### src/rtl/iomem_quad_encoder_pkg.sv
// Register map, field positions and mode encodings shared by the encoder bank and its channels.
// Pure definitions: no logic, no latency, no flow control.
package iomem_quad_encoder_pkg;

   typedef enum logic [1:0] {
      REG_COUNT    = 2'd0,
      REG_VELOCITY = 2'd1,
      REG_STATUS   = 2'd2,
      REG_CTRL     = 2'd3
   } enc_reg_e;

   typedef enum logic [1:0] {
      MODE_X4  = 2'b00,
      MODE_X2  = 2'b01,
      MODE_X1  = 2'b10,
      MODE_RSV = 2'b11
   } enc_mode_e;

   localparam int STAT_W    = 3;
   localparam int STAT_OVF  = 0;
   localparam int STAT_UNF  = 1;
   localparam int STAT_QERR = 2;

   localparam int CTRL_W       = 5;
   localparam int CTRL_EN      = 0;
   localparam int CTRL_INV     = 1;
   localparam int CTRL_MODE_LO = 2;
   localparam int CTRL_IRQEN   = 4;
   localparam logic [CTRL_W-1:0] CTRL_RST = 5'h01;

   function automatic logic [31:0] strb_mask(input logic [3:0] strb);
      logic [31:0] m;
      m = '0;
      for (int i = 0; i < 4; i++) begin
         m[8*i +: 8] = {8{strb[i]}};
      end
      return m;
   endfunction

endpackage

### src/rtl/quad_encoder_channel.sv
// One encoder channel: sync + glitch filter, x4/x2/x1 decode, wrapping counter, velocity, STATUS/CTRL.
// Pin edge reaches COUNT FILT_LEN+3 cycles later; register writes take effect on the bus accept edge.
module quad_encoder_channel
   import iomem_quad_encoder_pkg::*;
#(
   parameter int CNT_W    = 32,
   parameter int FILT_LEN = 3
) (
   input  logic        clk,
   input  logic        resetn,
   input  logic        enc_a,
   input  logic        enc_b,
   input  logic        vel_tick,
   input  logic        wr_en,
   input  enc_reg_e    reg_sel,
   input  logic [3:0]  wr_strb,
   input  logic [31:0] wr_dat,
   output logic [31:0] rd_dat,
   output logic        irq_req
);

   logic [1:0]            sync1_q, sync1_d;
   logic [1:0]            sync2_q, sync2_d;
   logic [1:0]            filt_q, filt_d;
   logic [1:0][3:0]       fcnt_q, fcnt_d;
   logic [1:0]            prev_q, prev_d;
   logic [CNT_W-1:0]      count_q, count_d;
   logic [CNT_W-1:0]      snap_q, snap_d;
   logic [CNT_W-1:0]      vel_q, vel_d;
   logic [STAT_W-1:0]     status_q, status_d;
   logic [CTRL_W-1:0]     ctrl_q, ctrl_d;

   logic                  a_chg, b_chg, fwd, en;
   logic                  cnt_evt, inc, dec;
   logic                  ovf_evt, unf_evt, qerr_evt;
   logic                  wr_cnt, wr_stat, wr_ctrl;
   logic [31:0]           strb_m;
   logic [CNT_W-1:0]      cmask, preset;
   logic [STAT_W-1:0]     stat_set, stat_clr;
   enc_mode_e             mode;
   logic                  unused_bits;

   assign unused_bits = ^{wr_dat, strb_m};

   always_comb begin
      sync1_d = {enc_a, enc_b};
      sync2_d = sync1_q;
      filt_d  = filt_q;
      fcnt_d  = fcnt_q;
      // A pin level is only accepted after FILT_LEN agreeing samples that differ from it.
      for (int i = 0; i < 2; i++) begin
         if (sync2_q[i] == filt_q[i]) begin
            fcnt_d[i] = '0;
         end else if (fcnt_q[i] == 4'(FILT_LEN-1)) begin
            filt_d[i] = sync2_q[i];
            fcnt_d[i] = '0;
         end else begin
            fcnt_d[i] = fcnt_q[i] + 4'd1;
         end
      end
      prev_d = filt_q;
   end

   always_comb begin
      en    = ctrl_q[CTRL_EN];
      mode  = enc_mode_e'(ctrl_q[CTRL_MODE_LO +: 2]);
      a_chg = prev_q[1] ^ filt_q[1];
      b_chg = prev_q[0] ^ filt_q[0];
      // Along 00->10->11->01 an A edge lands on A!=B and a B edge lands on A==B.
      fwd   = (a_chg ? (filt_q[1] ^ filt_q[0]) : ~(filt_q[1] ^ filt_q[0])) ^ ctrl_q[CTRL_INV];
      qerr_evt = en & a_chg & b_chg;
      case (mode)
         MODE_X2: cnt_evt = en & a_chg & ~b_chg;
         MODE_X1: cnt_evt = en & a_chg & ~b_chg & filt_q[1];
         default: cnt_evt = en & (a_chg ^ b_chg);
      endcase
      inc = cnt_evt & fwd;
      dec = cnt_evt & ~fwd;
   end

   always_comb begin
      wr_cnt  = wr_en && (reg_sel == REG_COUNT);
      wr_stat = wr_en && (reg_sel == REG_STATUS);
      wr_ctrl = wr_en && (reg_sel == REG_CTRL);
      strb_m  = strb_mask(wr_strb);
      cmask   = strb_m[CNT_W-1:0];
      preset  = (count_q & ~cmask) | (wr_dat[CNT_W-1:0] & cmask);

      count_d = count_q;
      snap_d  = snap_q;
      vel_d   = vel_q;
      if (vel_tick) begin
         vel_d  = count_q - snap_q;
         snap_d = count_q;
      end
      // A preset overrides a same-cycle count and re-bases the velocity window.
      if (wr_cnt) begin
         count_d = preset;
         snap_d  = preset;
      end else if (inc) begin
         count_d = count_q + CNT_W'(1);
      end else if (dec) begin
         count_d = count_q - CNT_W'(1);
      end

      ovf_evt  = inc & ~wr_cnt & (&count_q);
      unf_evt  = dec & ~wr_cnt & (count_q == '0);
      stat_set = '0;
      stat_set[STAT_OVF]  = ovf_evt;
      stat_set[STAT_UNF]  = unf_evt;
      stat_set[STAT_QERR] = qerr_evt;
      stat_clr = (wr_stat && wr_strb[0]) ? wr_dat[STAT_W-1:0] : '0;
      status_d = (status_q & ~stat_clr) | stat_set;

      ctrl_d = (wr_ctrl && wr_strb[0]) ? wr_dat[CTRL_W-1:0] : ctrl_q;
   end

   always_comb begin
      rd_dat = '0;
      case (reg_sel)
         REG_COUNT:    rd_dat = 32'(count_q);
         REG_VELOCITY: rd_dat = 32'(vel_q);
         REG_STATUS:   rd_dat = 32'(status_q);
         REG_CTRL:     rd_dat = 32'(ctrl_q);
         default:      rd_dat = '0;
      endcase
   end

   assign irq_req = (|status_q) & ctrl_q[CTRL_IRQEN];

   always_ff @(posedge clk) begin
      if (!resetn) begin
         sync1_q  <= '0;
         sync2_q  <= '0;
         filt_q   <= '0;
         fcnt_q   <= '0;
         prev_q   <= '0;
         count_q  <= '0;
         snap_q   <= '0;
         vel_q    <= '0;
         status_q <= '0;
         ctrl_q   <= CTRL_RST;
      end else begin
         sync1_q  <= sync1_d;
         sync2_q  <= sync2_d;
         filt_q   <= filt_d;
         fcnt_q   <= fcnt_d;
         prev_q   <= prev_d;
         count_q  <= count_d;
         snap_q   <= snap_d;
         vel_q    <= vel_d;
         status_q <= status_d;
         ctrl_q   <= ctrl_d;
      end
   end

endmodule

### src/rtl/iomem_quad_encoder_bank.sv
// PicoSoC iomem front end for NUM_CH quadrature encoder channels: bus decode, readback, prescaler, irq.
// Matched requests are acked one cycle later (one access per two cycles); unmatched ones are never acked.
module iomem_quad_encoder_bank
   import iomem_quad_encoder_pkg::*;
#(
   parameter int          NUM_CH     = 2,
   parameter int          CNT_W      = 32,
   parameter int          FILT_LEN   = 3,
   parameter int          VEL_PERIOD = 16000,
   parameter logic [23:0] BASE_PAGE  = 24'h030004
) (
   input  logic              clk,
   input  logic              resetn,
   input  logic              iomem_valid,
   output logic              iomem_ready,
   input  logic [3:0]        iomem_wstrb,
   input  logic [31:0]       iomem_addr,
   input  logic [31:0]       iomem_wdata,
   output logic [31:0]       iomem_rdata,
   input  logic [NUM_CH-1:0] enc_a,
   input  logic [NUM_CH-1:0] enc_b,
   output logic              irq
);

   localparam int PW = $clog2(VEL_PERIOD);

   logic [PW-1:0]     presc_q, presc_d;
   logic              ready_q, ready_d;
   logic [31:0]       rdata_q, rdata_d;
   logic              irq_q, irq_d;

   logic              req, vel_tick;
   logic [3:0]        ch_sel;
   enc_reg_e          reg_sel;
   logic [31:0]       sel_rd;
   logic [31:0]       ch_rd [NUM_CH];
   logic [NUM_CH-1:0] ch_irq;
   logic [NUM_CH-1:0] ch_wr;
   logic              unused_addr;

   assign unused_addr = ^iomem_addr[1:0];

   always_comb begin
      req     = iomem_valid && !ready_q && (iomem_addr[31:8] == BASE_PAGE);
      ch_sel  = iomem_addr[7:4];
      reg_sel = enc_reg_e'(iomem_addr[3:2]);

      vel_tick = (presc_q == PW'(VEL_PERIOD-1));
      presc_d  = vel_tick ? '0 : presc_q + PW'(1);

      // Channels beyond NUM_CH match no index: reads return 0 and writes go nowhere.
      sel_rd = '0;
      ch_wr  = '0;
      for (int i = 0; i < NUM_CH; i++) begin
         if (ch_sel == 4'(i)) begin
            sel_rd   = ch_rd[i];
            ch_wr[i] = req && (|iomem_wstrb);
         end
      end

      ready_d = req;
      rdata_d = req ? sel_rd : rdata_q;
      irq_d   = |ch_irq;
   end

   for (genvar g = 0; g < NUM_CH; g++) begin : g_ch
      quad_encoder_channel #(
         .CNT_W    (CNT_W),
         .FILT_LEN (FILT_LEN)
      ) u_ch (
         .clk      (clk),
         .resetn   (resetn),
         .enc_a    (enc_a[g]),
         .enc_b    (enc_b[g]),
         .vel_tick (vel_tick),
         .wr_en    (ch_wr[g]),
         .reg_sel  (reg_sel),
         .wr_strb  (iomem_wstrb),
         .wr_dat   (iomem_wdata),
         .rd_dat   (ch_rd[g]),
         .irq_req  (ch_irq[g])
      );
   end

   always_ff @(posedge clk) begin
      if (!resetn) begin
         presc_q <= '0;
         ready_q <= 1'b0;
         rdata_q <= '0;
         irq_q   <= 1'b0;
      end else begin
         presc_q <= presc_d;
         ready_q <= ready_d;
         rdata_q <= rdata_d;
         irq_q   <= irq_d;
      end
   end

   assign iomem_ready = ready_q;
   assign iomem_rdata = rdata_q;
   assign irq         = irq_q;

endmodule

### config.mk
export PLATFORM = sky130hd
export DESIGN_NAME = iomem_quad_encoder_bank
export DESIGN_NICKNAME = d
export VERILOG_FILES = /design/src/rtl/iomem_quad_encoder_pkg.sv /design/src/rtl/quad_encoder_channel.sv /design/src/rtl/iomem_quad_encoder_bank.sv
export SDC_FILE = /design/constraint.sdc
export NUM_CORES = 1
export LEC_CHECK = 0
export CELL_PAD_IN_SITES_DETAIL_PLACEMENT = 1
export CELL_PAD_IN_SITES_GLOBAL_PLACEMENT = 1
export CORE_AREA = 2 2 205 207
export CTS_BUF_LIST = sky130_fd_sc_hd__clkbuf_8
export CTS_CLUSTER_SIZE = 10
export DETAILED_ROUTE_END_ITERATION = 10
export DIE_AREA = 0 0 207 209
export MAX_ROUTING_LAYER = met4
export PLACE_DENSITY_LB_ADDON = 0.1
export SKIP_CTS_REPAIR_TIMING = 1
export SYNTH_ARGS = -nofsm -noshare
export SYNTH_HDL_FRONTEND = slang
export SYNTH_SLANG_ARGS = --single-unit
### constraint.sdc
create_clock -name clk -period 6.05 [get_ports clk]
set_input_delay 1.815 -clock clk [delete_from_list [all_inputs] [get_ports clk]]
set_output_delay 1.815 -clock clk [all_outputs]
set_load 0.05 [all_outputs]
==> impl_metrics.env, run 1 <==
export IMPL_finalHoldViolCount=0
export IMPL_most_common_layout_cells="288 x dfxtp_1, 262 x nor2_1, 240 x nand2_1, 194 x a21oi_1, 140 x o21ai_0"
export IMPL_track_usage_pct=31.0
export IMPL_switching_power_mw=1.12
export IMPL_root_buffer="clkbuf_8"
export IMPL_wire_per_inst_um=21.6
export IMPL_coreArea_mm2=0.0413
export IMPL_cp_end_kind="flip-flop"
export IMPL_first_pass_iters=5
export IMPL_synth_fa_ha_area_share_pct=9.42
export IMPL_min_path_type="reg -> reg"
export IMPL_ys_ff_latch=288
export IMPL_cts_tree="yes"
export IMPL_syn_inst=2436
export IMPL_gp_congestion=0.927
export IMPL_h_tree_depth=2
export IMPL_viasPerCell=6.08
export IMPL_ff2ff_setup_slack_ps=1050
export IMPL_vias=18772
export IMPL_clock_fmax_mhz=200
export IMPL_critical_path_max_fanout=26
export IMPL_port_buffers=106
export IMPL_final_min_clock_period_ps=5000
export IMPL_synthXorXnorAreaFrac_pct=5.42
export IMPL_synthFlopType="dfxtp_1"
export IMPL_r2r_end="g_ch[1].u_ch.count_q[31]$_SDFFE_PN0P_"
export IMPL_worst_ep_required_time_ps=6540
export IMPL_syn_avg_cell_area_um2=7.82
export IMPL_syn_to_final_growth_pct=13.6
export IMPL_insertion_delay_ps=670
export IMPL_seq_area_mm2=0.00577
export IMPL_muxShareOfSynthArea_pct=5.56
export IMPL_nNetsFinal=2726
export IMPL_async_reset_ff_share_pct=0
export IMPL_syn_nets=2652
export IMPL_status="completed"
export IMPL_seqPwrFrac_pct=46.2
export IMPL_critical_path_class="reg -> reg"
export IMPL_cts_sinks=288
export IMPL_grt_max_degree=87
export IMPL_synth_area_top_cells="dfxtp_1 30%, ha_1 9.0%, nor2_1 5.2%, a21oi_1 5.1%, nand2_1 4.7%"
export IMPL_layout_commonest_cell="dfxtp_1"
export IMPL_cts_buffer_depth=3
export IMPL_yosysWarnings=0
export IMPL_die_width_um=207
export IMPL_fin_setup_tns_ps=0
export IMPL_diodes=0
export IMPL_r2r_start="g_ch[1].u_ch.ctrl_q[2]$_SDFFE_PN0P_"
export IMPL_io_pins=109
export IMPL_p_int_mw=3.04
export IMPL_crit_end="g_ch[1].u_ch.count_q[31]$_SDFFE_PN0P_"
export IMPL_synth_top_area_share_pct=30.3
export IMPL_synth_area_leader_cell="dfxtp_1"
export IMPL_fin_crit_sh_pct=82.7
export IMPL_fillers=5119
export IMPL_multi_input_area_mm2=0.0124
export IMPL_drive_gt1_share_pct=6.04
export IMPL_min_path_cells=1
export IMPL_drc=0
export IMPL_leakage_nw=8.81
export IMPL_grt_overflow=0
export IMPL_cts_made_buffers=54
export IMPL_finalClockSkew_ps=43.5
export IMPL_rows=75
export IMPL_synthDistinctLibCells=84
export IMPL_drv_cap=0
export IMPL_die_h_um=209
export IMPL_yosys_area_share_simple_pct=20.1
export IMPL_max_vdd_ir_drop_mv=0.183
export IMPL_clockPowerShare_pct=45.3
export IMPL_grt_pass1_vias=19305
export IMPL_synth_edf_count=0
export IMPL_finalWirelength_mm=66.8
export IMPL_antenna_violating_nets_post_route=0
export IMPL_synth_compound_area_share_pct=24.4
export IMPL_dieArea_mm2=0.0433
export IMPL_ff2ff_path_depth=20
export IMPL_ys_seq_area_share_pct=30.3
export IMPL_swShare_pct=26.9
export IMPL_synth_top_family_by_area="compound AO/OA/AOI/OAI gates"
export IMPL_rsz0062_at_grt="false"
export IMPL_path_clk_slew_ps=60
export IMPL_dp_hpwl_mm=49.6
export IMPL_start_util_pct=46.1
export IMPL_worst_setup_path_start_kind="flip-flop"
export IMPL_crit_start="g_ch[1].u_ch.ctrl_q[2]$_SDFFE_PN0P_"
export IMPL_tightest_slew_ps=923
export IMPL_p_comb_share_pct=8.5
export IMPL_syn_area_mm2=0.0191
export IMPL_arrival_ps=5500
export IMPL_max_slew_margin_pct=38.5
export IMPL_powerDensity_mw_per_mm2=192
export IMPL_fin_total_pwr_mw=4.16
export IMPL_grt_pass1_wl_mm=105
export IMPL_antenna_found_initial=0
export IMPL_first_iter_violations=1003
export IMPL_drv_slew=0
export IMPL_setup_viol=0
## synth_stat cells (all sizes together) (20+ instances only)
| cell | number |
|---|---|
| nand3 | 60 |
| nand2 | 240 |
| buf | 23 |
| inv | 121 |
| or3 | 24 |
| mux2i | 80 |
| o211ai | 20 |
| clkbuf | 98 |
| a21oi | 194 |
| nand2b | 29 |
| o21ai | 175 |
| nor3 | 49 |
| xor2 | 55 |
| nor2b | 20 |
| xnor2 | 63 |
| dfxtp | 288 |
| o221ai | 41 |
| nor2 | 265 |
| nand4 | 36 |
| and2 | 21 |
| nor4 | 26 |
| o21a | 26 |
| a31oi | 46 |
| a211oi | 40 |
| ha | 137 |
| a21o | 65 |
## state kept, by name, indices dropped and copies added (netlist names)
name / flops
g_ch.u_ch.vel_q: 64
g_ch.u_ch.count_q: 64
g_ch.u_ch.sync1_q: 4
g_ch.u_ch.filt_q: 4
g_ch.u_ch.sync2_q: 4
g_ch.u_ch.prev_q: 4
g_ch.u_ch.snap_q: 64
g_ch.u_ch.status_q: 6
presc_q: 14
g_ch.u_ch.ctrl_q: 10
irq: 1
iomem_ready: 1
iomem_rdata: 32
g_ch.u_ch.fcnt_q: 16
## cell type report
class                           count  share of cell area (%)
Clock buffer                       63                    4.01
Clock inverter                     32                   0.833
Inverter                          121                    2.11
Multi-Input combinational cell   1906                    57.2
Sequential cell                   288                    26.6
Tap cell                          539                    3.12
Timing Repair Buffer              139                    6.08
## cells by family (layout without fill, tap and decap cells)
group / Yosys count / count (layout)
buffers and inverters: 242 / 355
DFF: 288 / 288
AOI/OAI and AO/OA: 724 / 724
adders and majority gates: 141 / 141
and+or+nand+nor: 824 / 824
xor gates and xnor gates: 118 / 118
muxes: 99 / 99
## metrics by stage
| stage | instances | worst slack, ps | util, % | hold slack (ps) | area, µm² |
|---|---|---|---|---|---|
| 3_5_place_dp | 2993 | 1050 | 49.9 | 424 | 20600 |
| 4_1_cts | 3088 | 1040 | 52.4 | 442 | 21600 |
| 3_3_place_gp | 2993 | 1160 | 49.9 | 426 | 20600 |
| 2_1_floorplan | 2436 | 1740 | - | 412 | 19100 |
| 5_1_grt | 3088 | 625 | 52.4 | 464 | 21600 |
| 6_report | 3088 | 1050 | 52.4 | 437 | 21600 |
## routing by layer
layer / wire (µm) / vias up / track usage, %
met3: 2940 / 129 / 3.83
met4: 2490 / 0 / 11.7
met1: 29400 / 9275 / 37.8
li1: - / 8941 / -
met5: 0 / - / -
met2: 32000 / 427 / 52.4
## power by group through the flow
stage | clock [mW] | sequential (mW) | combinational (mW)
final | 1.89 | 1.92 | 0.353
after global routing | 2.01 | 1.92 | 0.375
after CTS | 1.92 | 1.92 | 0.350
after detailed placement | 0 | 1.96 | 0.347
after global placement | 0 | 1.96 | 0.340
after floorplan | 0 | 1.96 | 0.203
## worst min-delay path by stage
stage / start / end / slack (ps)
6_report: g_ch[1].u_ch.sync1_q[1]$_SDFF_PN0_ / g_ch[1].u_ch.sync2_q[1]$_SDFF_PN0_ / 440
5_1_grt: g_ch[0].u_ch.sync1_q[0]$_SDFF_PN0_ / g_ch[0].u_ch.sync2_q[0]$_SDFF_PN0_ / 460
4_1_cts: g_ch[1].u_ch.sync1_q[1]$_SDFF_PN0_ / g_ch[1].u_ch.sync2_q[1]$_SDFF_PN0_ / 440
3_5_place_dp: g_ch[0].u_ch.sync1_q[0]$_SDFF_PN0_ / g_ch[0].u_ch.sync2_q[0]$_SDFF_PN0_ / 420
3_3_place_gp: g_ch[1].u_ch.sync1_q[1]$_SDFF_PN0_ / g_ch[1].u_ch.sync2_q[1]$_SDFF_PN0_ / 430
2_1_floorplan: g_ch[0].u_ch.sync1_q[0]$_SDFF_PN0_ / g_ch[0].u_ch.sync2_q[0]$_SDFF_PN0_ / 410
## critical path, cell delays in order, from the launching register on
cell and delay [ps]:
dfxtp_1 390, inv_1 60, ha_1 310, o21ai_0 150
a21oi_1 80, a31o_2 230, and2_1 150, buf_4 200
nand2_1 280, buf_4 380, ha_1 350, and4_1 230
and2_1 190, a221oi_1 320, o211ai_1 240, a31oi_1 440
o31ai_1 160, o221ai_1 280, xnor2_1 130, nand4_1 120
o221ai_1 110
(Power assumes the default switching activity.)
==> run 2: changes to the inputs <==
Settings changed: CORE_AREA 2 2 205 207 to 2 2 216 218, DIE_AREA 0 0 207 209 to 0 0 218 220.
Clock period 6.05 ns to 4.3 ns, I/O delays scaled along.
==> run 2 against run 1 <==
Compared with the run above: via count up 0.36%; die area grew 11%; fmax increased by 24%; routed wire length rose by 1.4%; first-iteration DRC count down 5.7%; cell area rose by 3.1%.
==> impl_metrics.env, run 2 (synthesis results as in run 1) <==
export IMPL_status="completed"
export IMPL_start_util_pct=41.5
export IMPL_viasPerCell=5.89
export IMPL_stdcell_area_mm2=0.0223
export IMPL_most_common_layout_cells="285 x dfxtp_1, 261 x nor2_1, 239 x nand2_1, 191 x a21oi_1, 138 x o21ai_0"
export IMPL_diodes=0
export IMPL_dieArea_mm2=0.0480
export IMPL_worst_setup_path_start_kind="flip-flop"
export IMPL_first_iter_violations=946
export IMPL_crit_end="g_ch[0].u_ch.count_q[31]$_SDFFE_PN0P_"
export IMPL_tightest_slew_ps=1240
export IMPL_path_clk_slew_ps=60
export IMPL_cts_buffer_depth=3
export IMPL_critical_path_max_fanout=15
export IMPL_die_h_um=220
export IMPL_finalHoldViolCount=0
export IMPL_grt_overflow=0
export IMPL_drv_slew=0
export IMPL_antenna_found_initial=0
export IMPL_io_pins=109
export IMPL_max_vdd_ir_drop_mv=0.216
export IMPL_coreArea_mm2=0.0459
export IMPL_r2r_start="g_ch[0].u_ch.filt_q[0]$_SDFFE_PN0P_"
export IMPL_grt_max_degree=72
export IMPL_rows=79
export IMPL_setup_viol=0
export IMPL_arrival_ps=4550
export IMPL_worst_ep_required_time_ps=4800
export IMPL_grt_pass1_vias=19120
export IMPL_powerDensity_mw_per_mm2=275
export IMPL_wire_per_inst_um=21.2
export IMPL_fin_crit_sh_pct=94.2
export IMPL_dpl_worst_slack_ps=-47.4
export IMPL_cp_depth=17
export IMPL_ff2ff_path_depth=17
export IMPL_drv_cap=0
export IMPL_cts_sinks=288
export IMPL_max_slew_margin_pct=17.0
export IMPL_crit_path_max_incr_delay_ps=480
export IMPL_ff2ff_setup_slack_ps=250
export IMPL_r2r_end="g_ch[0].u_ch.count_q[31]$_SDFFE_PN0P_"
export IMPL_placed_area_mm2=0.0209
export IMPL_fillers=5632
export IMPL_critPathSlowestCell="o41a_1"
export IMPL_crit_family="compound AO/OA/AOI/OAI gates"
export IMPL_layout_commonest_cell="dfxtp_1"
export IMPL_drive_gt1_share_pct=8.83
export IMPL_leakage_nw=9.10
export IMPL_drc=0
export IMPL_fin_setup_tns_ps=0
export IMPL_finalWirelength_mm=67.7
export IMPL_cp_end_kind="flip-flop"
export IMPL_insertion_delay_ps=670
export IMPL_setup_slack_ps=249
export IMPL_grt_pass1_wl_mm=105
export IMPL_cp_cell_sequence="xor2_1 > or3b_1 > inv_2 > o21ai_2 > nand2b_4 > buf_12 > ha_2 > a21o_1 > a21o_1 > a21o_1 > a211oi_1 > a21oi_1 > o41a_1 > mux2i_2 > nand3_1 > a21oi_1 > a311oi_1"
export IMPL_crit_start="g_ch[0].u_ch.filt_q[0]$_SDFFE_PN0P_"
export IMPL_vias=18840
export IMPL_final_cell_count_no_fill=3199
export IMPL_track_usage_pct=28.6
export IMPL_syn_to_final_growth_pct=17.1
export IMPL_critical_path_class="reg -> reg"
export IMPL_cts_tree="yes"
export IMPL_dp_hpwl_mm=50.9
export IMPL_critPathBufInv=2
export IMPL_antenna_violating_nets_post_route=0
export IMPL_h_tree_depth=2
export IMPL_nNetsFinal=2766
export IMPL_root_buffer="clkbuf_8"
export IMPL_first_pass_iters=5
export IMPL_clock_fmax_mhz=247
export IMPL_reg_top3="g_ch.u_ch.count_q: 64 flops, g_ch.u_ch.snap_q: 64 flops, g_ch.u_ch.vel_q: 64 flops"
export IMPL_gp_congestion=0.919
export IMPL_fin_total_pwr_mw=6.15
export IMPL_die_width_um=218
export IMPL_holdWs_ps=433
export IMPL_cpMostUsedCell="a21o_1"
export IMPL_min_path_type="reg -> reg"
export IMPL_port_buffers=106
export IMPL_finalClockSkew_ps=32.2
export IMPL_final_min_clock_period_ps=4050
export IMPL_cts_made_buffers=55
export IMPL_dp_cells=3086
export IMPL_utilization_pct=48.7
[run 2: report_power, final]
group / internal (mW) / leakage [nW] / total, mW / switching, mW
clock network: 1.63 / 0.670 / 2.93 / 1.30
logic: 0.215 / 6.11 / 0.511 / 0.296
registers: 2.68 / 2.32 / 2.70 / 0.0209
total: 4.53 / 9.10 / 6.15 / 1.61
[run 2: layer usage]
metal,wire length [µm],GRT usage [%],vias up,share of wire [%]
li1,-,-,9044,-
met1,30000,34.7,9267,44
met2,32000,47.5,398,47
met3,2680,3.73,131,4.0
met4,2970,12.5,0,4.4
met5,0,-,-,0
[run 2: worst min-delay path by stage]
stage,from,endpoint,slack [ps],cells past startpoint
5_1_grt,g_ch[1].u_ch.sync1_q[1]$_SDFF_PN0_,g_ch[1].u_ch.sync2_q[1]$_SDFF_PN0_,440,1
3_5_place_dp,g_ch[1].u_ch.sync1_q[1]$_SDFF_PN0_,g_ch[1].u_ch.sync2_q[1]$_SDFF_PN0_,430,1
2_1_floorplan,g_ch[0].u_ch.sync1_q[0]$_SDFF_PN0_,g_ch[0].u_ch.sync2_q[0]$_SDFF_PN0_,410,1
3_3_place_gp,g_ch[1].u_ch.sync1_q[1]$_SDFF_PN0_,g_ch[1].u_ch.sync2_q[1]$_SDFF_PN0_,420,1
4_1_cts,g_ch[1].u_ch.sync1_q[1]$_SDFF_PN0_,g_ch[1].u_ch.sync2_q[1]$_SDFF_PN0_,440,1
6_report,g_ch[1].u_ch.sync1_q[1]$_SDFF_PN0_,g_ch[1].u_ch.sync2_q[1]$_SDFF_PN0_,430,1
[run 2: area by class of cell]
type	count	area [µm²]	share of cell area, %
multi-input cells	1906	12500	56.0
flip-flops and latches	288	5770	25.9
repair buffers	178	1660	7.42
clock buffers	70	963	4.32
well taps	607	759	3.40
inverters	121	457	2.05
clock inverters	29	204	0.914
